==> src/rtl/tv80_regfile_arb_pkg.sv <==
// Shared types for the TV80 register-file arbiter.
// State encodings, operation flag and register-pair indices.
package tv80_regarb_pkg;

  typedef enum logic [2:0] {
    S_IDLE = 3'd0,
    S_HOLD = 3'd1,
    S_DUMP = 3'd2,
    S_LOAD = 3'd3,
    S_DONE = 3'd4
  } arb_state_e;

  typedef enum logic {
    OP_DUMP = 1'b0,
    OP_LOAD = 1'b1
  } arb_op_e;

  localparam int NUM_PAIRS_DEF    = 8;
  localparam int HOLD_TIMEOUT_DEF = 255;

  localparam logic [2:0] PAIR_BC = 3'd0;
  localparam logic [2:0] PAIR_DE = 3'd1;
  localparam logic [2:0] PAIR_HL = 3'd2;
  localparam logic [2:0] PAIR_IX = 3'd3;
  localparam logic [2:0] PAIR_IY = 3'd7;

endpackage

==> src/rtl/tv80_regfile_arb.sv <==
// Shares the TV80 register-file port between the core and a
// savestate engine that dumps or loads every register pair.
module tv80_regfile_arb
  import tv80_regarb_pkg::*;
#(
  parameter int NUM_PAIRS    = NUM_PAIRS_DEF,
  parameter int HOLD_TIMEOUT = HOLD_TIMEOUT_DEF
) (
  input  logic        clk,
  input  logic        reset_n,
  input  logic [2:0]  cpu_addr_a,
  input  logic [7:0]  cpu_dih,
  input  logic [7:0]  cpu_dil,
  input  logic        cpu_weh,
  input  logic        cpu_wel,
  input  logic        cpu_cen,
  output logic [2:0]  rf_addr_a,
  output logic [7:0]  rf_dih,
  output logic [7:0]  rf_dil,
  output logic        rf_weh,
  output logic        rf_wel,
  output logic        rf_cen,
  input  logic [7:0]  rf_doah,
  input  logic [7:0]  rf_doal,
  input  logic        dump_req,
  input  logic        load_req,
  output logic        cpu_hold,
  input  logic        cpu_idle,
  output logic [15:0] st_data,
  output logic        st_valid,
  input  logic        st_ready,
  input  logic [15:0] ld_data,
  input  logic        ld_valid,
  output logic        ld_ready,
  output logic        busy,
  output logic        done,
  output logic        err
);

  localparam logic [2:0] IDX_LAST = 3'(NUM_PAIRS - 1);
  localparam logic [7:0] TMO_LAST = 8'(HOLD_TIMEOUT - 1);

  arb_state_e state_q, state_d;
  arb_op_e    op_q, op_d;
  logic [2:0] idx_q, idx_d;
  logic [7:0] tmo_q, tmo_d;
  logic       err_q, err_d;
  logic       cpu_hold_q, cpu_hold_d;
  logic       busy_q, busy_d;
  logic       st_valid_q, st_valid_d;
  logic       ld_ready_q, ld_ready_d;
  logic       done_q, done_d;
  logic       st_hs, ld_hs;

  assign st_hs = st_valid_q & st_ready;
  assign ld_hs = ld_ready_q & ld_valid;

  always_comb begin
    state_d = state_q;
    op_d    = op_q;
    idx_d   = idx_q;
    tmo_d   = tmo_q;
    err_d   = err_q;
    unique case (state_q)
      S_IDLE: begin
        if (dump_req || load_req) begin
          state_d = S_HOLD;
          op_d    = dump_req ? OP_DUMP : OP_LOAD;
          idx_d   = 3'd0;
          tmo_d   = 8'd0;
          err_d   = 1'b0;
        end
      end
      S_HOLD: begin
        if (cpu_idle) begin
          state_d = (op_q == OP_LOAD) ? S_LOAD : S_DUMP;
        end else if (tmo_q == TMO_LAST) begin
          state_d = S_DONE;
          err_d   = 1'b1;
        end else begin
          tmo_d = tmo_q + 8'd1;
        end
      end
      S_DUMP: begin
        if (st_hs) begin
          if (idx_q == IDX_LAST) state_d = S_DONE;
          else                   idx_d   = idx_q + 3'd1;
        end
      end
      S_LOAD: begin
        if (ld_hs) begin
          if (idx_q == IDX_LAST) state_d = S_DONE;
          else                   idx_d   = idx_q + 3'd1;
        end
      end
      S_DONE:  state_d = S_IDLE;
      default: state_d = S_IDLE;
    endcase
  end

  // Handshake outputs are flopped from the next state so they line up
  // with the state they describe.
  always_comb begin
    cpu_hold_d = (state_d == S_HOLD) || (state_d == S_DUMP) ||
                 (state_d == S_LOAD);
    busy_d     = (state_d != S_IDLE);
    st_valid_d = (state_d == S_DUMP);
    ld_ready_d = (state_d == S_LOAD);
    done_d     = (state_d == S_DONE);
  end

  always_comb begin
    rf_addr_a = cpu_addr_a;
    rf_dih    = cpu_dih;
    rf_dil    = cpu_dil;
    rf_weh    = cpu_weh;
    rf_wel    = cpu_wel;
    rf_cen    = cpu_cen;
    if (state_q == S_DUMP) begin
      rf_addr_a = idx_q;
      rf_dih    = 8'h00;
      rf_dil    = 8'h00;
      rf_weh    = 1'b0;
      rf_wel    = 1'b0;
      rf_cen    = 1'b0;
    end else if (state_q == S_LOAD) begin
      rf_addr_a = idx_q;
      rf_dih    = ld_data[15:8];
      rf_dil    = ld_data[7:0];
      rf_weh    = ld_hs;
      rf_wel    = ld_hs;
      rf_cen    = ld_hs;
    end
  end

  always_ff @(posedge clk or negedge reset_n) begin
    if (!reset_n) begin
      state_q    <= S_IDLE;
      op_q       <= OP_DUMP;
      idx_q      <= 3'd0;
      tmo_q      <= 8'd0;
      err_q      <= 1'b0;
      cpu_hold_q <= 1'b0;
      busy_q     <= 1'b0;
      st_valid_q <= 1'b0;
      ld_ready_q <= 1'b0;
      done_q     <= 1'b0;
    end else begin
      state_q    <= state_d;
      op_q       <= op_d;
      idx_q      <= idx_d;
      tmo_q      <= tmo_d;
      err_q      <= err_d;
      cpu_hold_q <= cpu_hold_d;
      busy_q     <= busy_d;
      st_valid_q <= st_valid_d;
      ld_ready_q <= ld_ready_d;
      done_q     <= done_d;
    end
  end

  assign cpu_hold = cpu_hold_q;
  assign busy     = busy_q;
  assign st_valid = st_valid_q;
  assign ld_ready = ld_ready_q;
  assign done     = done_q;
  assign err      = err_q;
  assign st_data  = st_valid_q ? {rf_doah, rf_doal} : 16'h0000;

endmodule
==> config.mk <==
export PLATFORM = sky130hd
export DESIGN_NAME = tv80_regfile_arb
export DESIGN_NICKNAME = d
export VERILOG_FILES = /design/src/rtl/tv80_regfile_arb_pkg.sv /design/src/rtl/tv80_regfile_arb.sv
export SDC_FILE = /design/constraint.sdc
export NUM_CORES = 1
export LEC_CHECK = 0
export ABC_AREA = 1
export BUFFER_PORTS_ARGS = -buffer_cell sky130_fd_sc_hd__buf_2
export CORE_ASPECT_RATIO = 1.25
export CORE_MARGIN = 5
export CORE_UTILIZATION = 45
export CTS_CLUSTER_DIAMETER = 100
export DETAILED_ROUTE_END_ITERATION = 6
export PLACE_DENSITY = 0.88
export SETUP_SLACK_MARGIN = 0.1
export SLEW_MARGIN = 20
export SYNTH_ARGS = -nofsm -noshare
export SYNTH_HDL_FRONTEND = slang
export SYNTH_SLANG_ARGS = --single-unit
==> constraint.sdc <==
create_clock -name clk -period 2.33 [get_ports clk]
set_clock_uncertainty 0.2 [all_clocks]
set_input_delay 0.233 -clock clk [delete_from_list [all_inputs] [get_ports clk]]
set_output_delay 0.233 -clock clk [all_outputs]
set_load 0.01 [all_outputs]
Word level (Yosys, flattened, before mapping)
Index checks and enable logic that the tools add are counted.
{"block": "word_totals", "rom_bits": 0, "latchBits": 0, "reg_bits": 21, "ram_bits": 0, "n_memories": 0, "in_bits": 61, "output_inout_bits": 44, "word_cells": 75}
{"block": "classes", "multipliers": 0, "div": 0, "bitwise": 2, "n_reduce_logical": 11, "mux": 35, "magnitude_cmp": 0, "eq_ne": 15, "n_addsub": 2, "shifts": 0}
{"operator": "$mux 8", "count": 7}
{"operator": "$mux 3", "count": 12}
{"operator": "$mux 16", "count": 1}
{"operator": "$pmux 8 s2", "count": 1}
{"operator": "$eq 3x2->1 const B", "count": 4}
{"operator": "$ne 2x2->1 const B", "count": 6}
{"operator": "$pmux 3 s4", "count": 1}
{"operator": "$reduce_and 4->1", "count": 3}
{"operator": "$mux 1", "count": 11}
{"operator": "$pmux 3 s3", "count": 1}
{"operator": "$add 8x1->8 const B", "count": 1}
{"operator": "$eq 8x8->1 const B", "count": 1}
{"operator": "$eq 3x1->1 const B", "count": 2}
{"operator": "$eq 3x3->1 const B", "count": 2}
{"operator": "$reduce_bool 3->1", "count": 2}
{"operator": "$add 3x1->3 const B", "count": 1}
{"operator": "$logic_not 3->1", "count": 1}
{"operator": "$logic_or 1x1->1", "count": 3}
{"operator": "$and 1x1->1", "count": 2}
{"operator": "$pmux 1 s2", "count": 1}
{"operator": "$reduce_and 2->1", "count": 1}
{"operator": "$reduce_bool 2->1", "count": 1}

Longest topological paths before layout
{"block": "logic_depth", "ltp_word": 7, "ltp_mapped": 9}

Worst setup path before layout
OpenSTA, ideal clock, no wires.
{"block": "synth_path", "kind": "register -> output", "start": "reg state_q[2]", "end": "out rf_dih[0]", "t_arrival_ns": 1.163, "stages_incl_launch_ff": 6, "setup_slack_ns": 0.734, "n_path_buf": 2, "cell_sequence": "dfrtp_1 -> inv_2 -> nand2_1 -> buf_4 -> buf_6 -> a22o_1"}
{"block": "synth_via", "elab_chain_len": 3, "word_cells_on_any_way": 4}
{"element": "start: declaration", "line": "tv80_regfile_arb.sv:43", "rtl": "arb_state_e state_q, state_d;"}
{"element": "start signal: assignment", "line": "tv80_regfile_arb.sv:149", "rtl": "state_q <= state_d;"}
{"element": "$eq 3x2->1", "line": "tv80_regfile_arb.sv:126", "rtl": "end else if (state_q == S_LOAD) begin"}
{"element": "$mux 8", "line": "tv80_regfile_arb.sv:126"}
{"element": "$mux 8 (*)", "line": "tv80_regfile_arb.sv:119", "rtl": "if (state_q == S_DUMP) begin"}
{"element": "end: declaration", "line": "tv80_regfile_arb.sv:18", "rtl": "output logic [7:0] rf_dih,"}
Every way passes the cells marked *; elsewhere a longest branch is shown, timed or not.

Worst setup path in the final report
{"block": "layout_path", "start": "reg state_q[2]", "end": "out rf_cen"}
{"block": "layout_via", "elab_chain_len": 3, "word_cells_on_any_way": 4}
{"element": "$eq 3x2->1", "line": "tv80_regfile_arb.sv:126"}
{"element": "$mux 1", "line": "tv80_regfile_arb.sv:126"}
{"element": "$mux 1 (*)", "line": "tv80_regfile_arb.sv:119"}
{"element": "end: declaration", "line": "tv80_regfile_arb.sv:22", "rtl": "output logic rf_cen,"}
Marked as above.

==> impl_results.md <==
- First-pass GRT wire length: 7.94 mm
- Area post-placement: 0.00208 mm2
- Net Count, Synth: 286
- Root Driver: clkbuf_8
- IO Port Bufs: 104
- WP data arrival: 1.58 ns
- Cell Pwr Density: 998 mW/mm2
- Die X: 62.5 um
- P_leak: 1.35 nW
- FMAX: 0.497 GHz
- Clk slew on worst S/H paths: 0.07 ns
- Worst R2R Start: tmo_q[0]$_DFFE_PN0P_
- Layout cells sized above 1: 37.4%
- Hold depth: 5
- Mapped cell area: 0.00155 mm2
- Mapped Cells: 221
- Top Registers: tmo_q (8), idx_q (3), state_q (3)
- Drt wl/cell: 13.6 um
- Register area share after synthesis: 34.0%
- Slowest stage cell, crit path: dfrtp_2
- Design Area, Final: 0.00214 mm2
- Clock Path Buffers: 2
- Worst-case headroom to the max-slew limit: 65.8%
- Crit path cell chain: inv_2, nand2_1, inv_1, o21ai_0, o21ai_0, inv_1, buf_2
- Final Max Tran Viols: 0
- Routability cong.: 0.894
- Hold Path Sink: state_q[1]$_DFF_PN0_
- Worst min path class: primary input to flip-flop
- Final count of negative-setup-slack endpoints: 0
- Hold Startpoint: cpu_idle
- Worst Max-Slew Pin Slew: 0.513 ns
- Top reg by flops: tmo_q
- Total track usage: 20.9%
- Largest family of logic cells by synthesized area: simple AND/OR/NAND/NOR gates
- CP max stage delay: 0.48 ns
- Worst-Skew Late Latency: 0.26 ns
- Total number of vias: 1,769
- Initial DRC Count: 70
- Final Net Count: 392
- R2r setup slk: 0.59 ns
- Area of the core: 0.00325 mm2
- Max_cap viols: 0
- Period utilisation layout: 86.4%
- CTS tree: done
- Synth top area share: 34.0%
- GRT overflow: 0
- Critical Path Fanout Max: 9
- TritonCTS buffer count: 3
- Most numerous cell in the Yosys netlist: nand2_1
- Crit path time final: 2.01 ns
- Synth-to-layout area growth: 38.4%
- First-pass DRT Iterations: 4
- Setup_tns: 0 ns
- Largest net degree at the start of global routing: 22
- Post-synth top cells: nand2_1 (71), inv_1 (36), dfrtp_1 (21)
- Final wirelength: 4.95 mm
- Yosys Warn Count: 0
- Mux contribution to synthesized area: 0%
- Inst Count DP: 357
- Layout fillers: 295
- CP Launch Type: flip-flop
- Status: completed
- I/O Pins: 105
- Leading area contributor after synthesis: dfrtp_1
- Setup crit end kind: output port
- Initial Utilization: 47.6%
- Clk sinks: 21
- Post-CTS Setup Repair Bufs: 0
- # diodes: 0
- Final core utilization: 65.9%
- Die area: 0.00472 mm2
- Most area-consuming cells after synthesis: dfrtp_1 (34%), nand2_1 (17%), a22o_1 (9.1%)
- Worst setup path class: flip-flop to output port
- Worst R2R Path Depth: 9
- Max FFs per register: 8
- Synth Flop Type: dfrtp_1
- FFs w/ async S/R, synth: 100%
- Rows: 23
- Adder-Cell Fraction of Synth Area: 3.23%
- Seq cells post-synth: 21
- Unrepaired setup endpoints after global routing: no
- Drt drc: 0
- Register Area: 527 um2
- Post-synthesis compound-gate area fraction: 15.6%
- Vias in the first global route: 1,708
- DRT antenna net count: 0
- Initial antenna violation count: 0
- Synth unique cells: 24
- Final HPWL DP: 4.22 mm
- Final Hold Vio Count: 0
- Peak VDD IR: 0.636 mV
- Footprint of the multi-input gates: 833 um2
- FF-to-FF End: tmo_q[3]$_DFFE_PN0P_
- Syn Area/Cell: 7.00 um2
- Critical path required time: 1.90 ns
- Simple-gate share of the synthesized area: 33.3%
- DIE HEIGHT: 75.6 um
- Vias per cell: 4.87
- XOR/XNOR Fraction of Synth Area: 1.70%
- Fin cells: 363
- H-tree Lvls: 1
- Post-synth EDFFs: 0
critical path: cells and delay by family (launching register included):
family,cells,cell delay (ns)
buffers and inverters,4,0.48
DFF,1,0.48
AOI/OAI and AO/OA,2,0.27
and+or+nand+nor,1,0.10
through the flow:
| step | power [mW] | hold WS, ns | setup slack, ns |
|---|---|---|---|
| 2_1_floorplan | 1.49 | -0.263 | 0.734 |
| 3_3_place_gp | 1.90 | 0.00700 | 0.591 |
| 3_5_place_dp | 1.92 | 0.0220 | 0.560 |
| 4_1_cts | 2.17 | 0.157 | 0.271 |
| 5_1_grt | 2.36 | 0.209 | 0.128 |
| 6_report | 2.14 | 0.165 | 0.318 |
power by group:
group / internal [mW] / switching, mW
Clock: 0.122 / 0.113
Sequential: 0.457 / 0.110
Combinational: 0.526 / 0.809
Total: 1.11 / 1.03
how the worst max path moves through the flow:
stage	from	endpoint	slack, ns	cells after the start
after global routing	state_q[2]$_DFF_PN0_	rf_cen	0.13	7
after detailed placement	state_q[2]$_DFF_PN0_	rf_cen	0.56	7
after global placement	state_q[2]$_DFF_PN0_	rf_cen	0.59	7
after floorplan	state_q[2]$_DFF_PN0_	rf_dih[0]	0.73	5
final	state_q[2]$_DFF_PN0_	rf_cen	0.32	7
after CTS	state_q[2]$_DFF_PN0_	rf_cen	0.27	7
layer usage:
metal	wire (um)	track usage, %
met5	0	0
met4	93	6.37
met3	395	4.72
met2	2660	40.1
met1	1800	23.1
kinds of logic (layout without fill, tap and decap cells):
logic type / Yosys count / after routing
xor gates and xnor gates: 3 / 3
buffers and inverters: 44 / 149
and+or+nand+nor: 116 / 116
adders and majority gates: 4 / 4
AOI/OAI and AO/OA: 33 / 33
DFF: 21 / 21
cell type report:
| type | count | area share, % |
|---|---|---|
| multi-input cells | 156 | 38.9 |
| repair buffers | 107 | 25.6 |
| flip-flops and latches | 21 | 24.6 |
| well taps | 37 | 2.16 |
| clock buffers | 4 | 2.10 |
| inverters | 38 | 6.66 |
timing repair:
item	4_1_cts	5_1_grt
gates resized for setup	0	1
endpoints found under the setup margin	0	1
endpoints found under the hold margin	22	0
hold buffers	2	0
cell usage in the layout (no fill, tap or decap), types with 4 or more instances in the layout:
| master | n |
|---|---|
| buf_2 | 104 |
| dfrtp_1 | 20 |
| nand3_1 | 17 |
| a22o_1 | 16 |
| nor2_1 | 16 |
| o21ai_0 | 9 |
| nand2_1 | 71 |
| ha_1 | 4 |
| inv_1 | 36 |
Power figures use the tool's default switching activity.
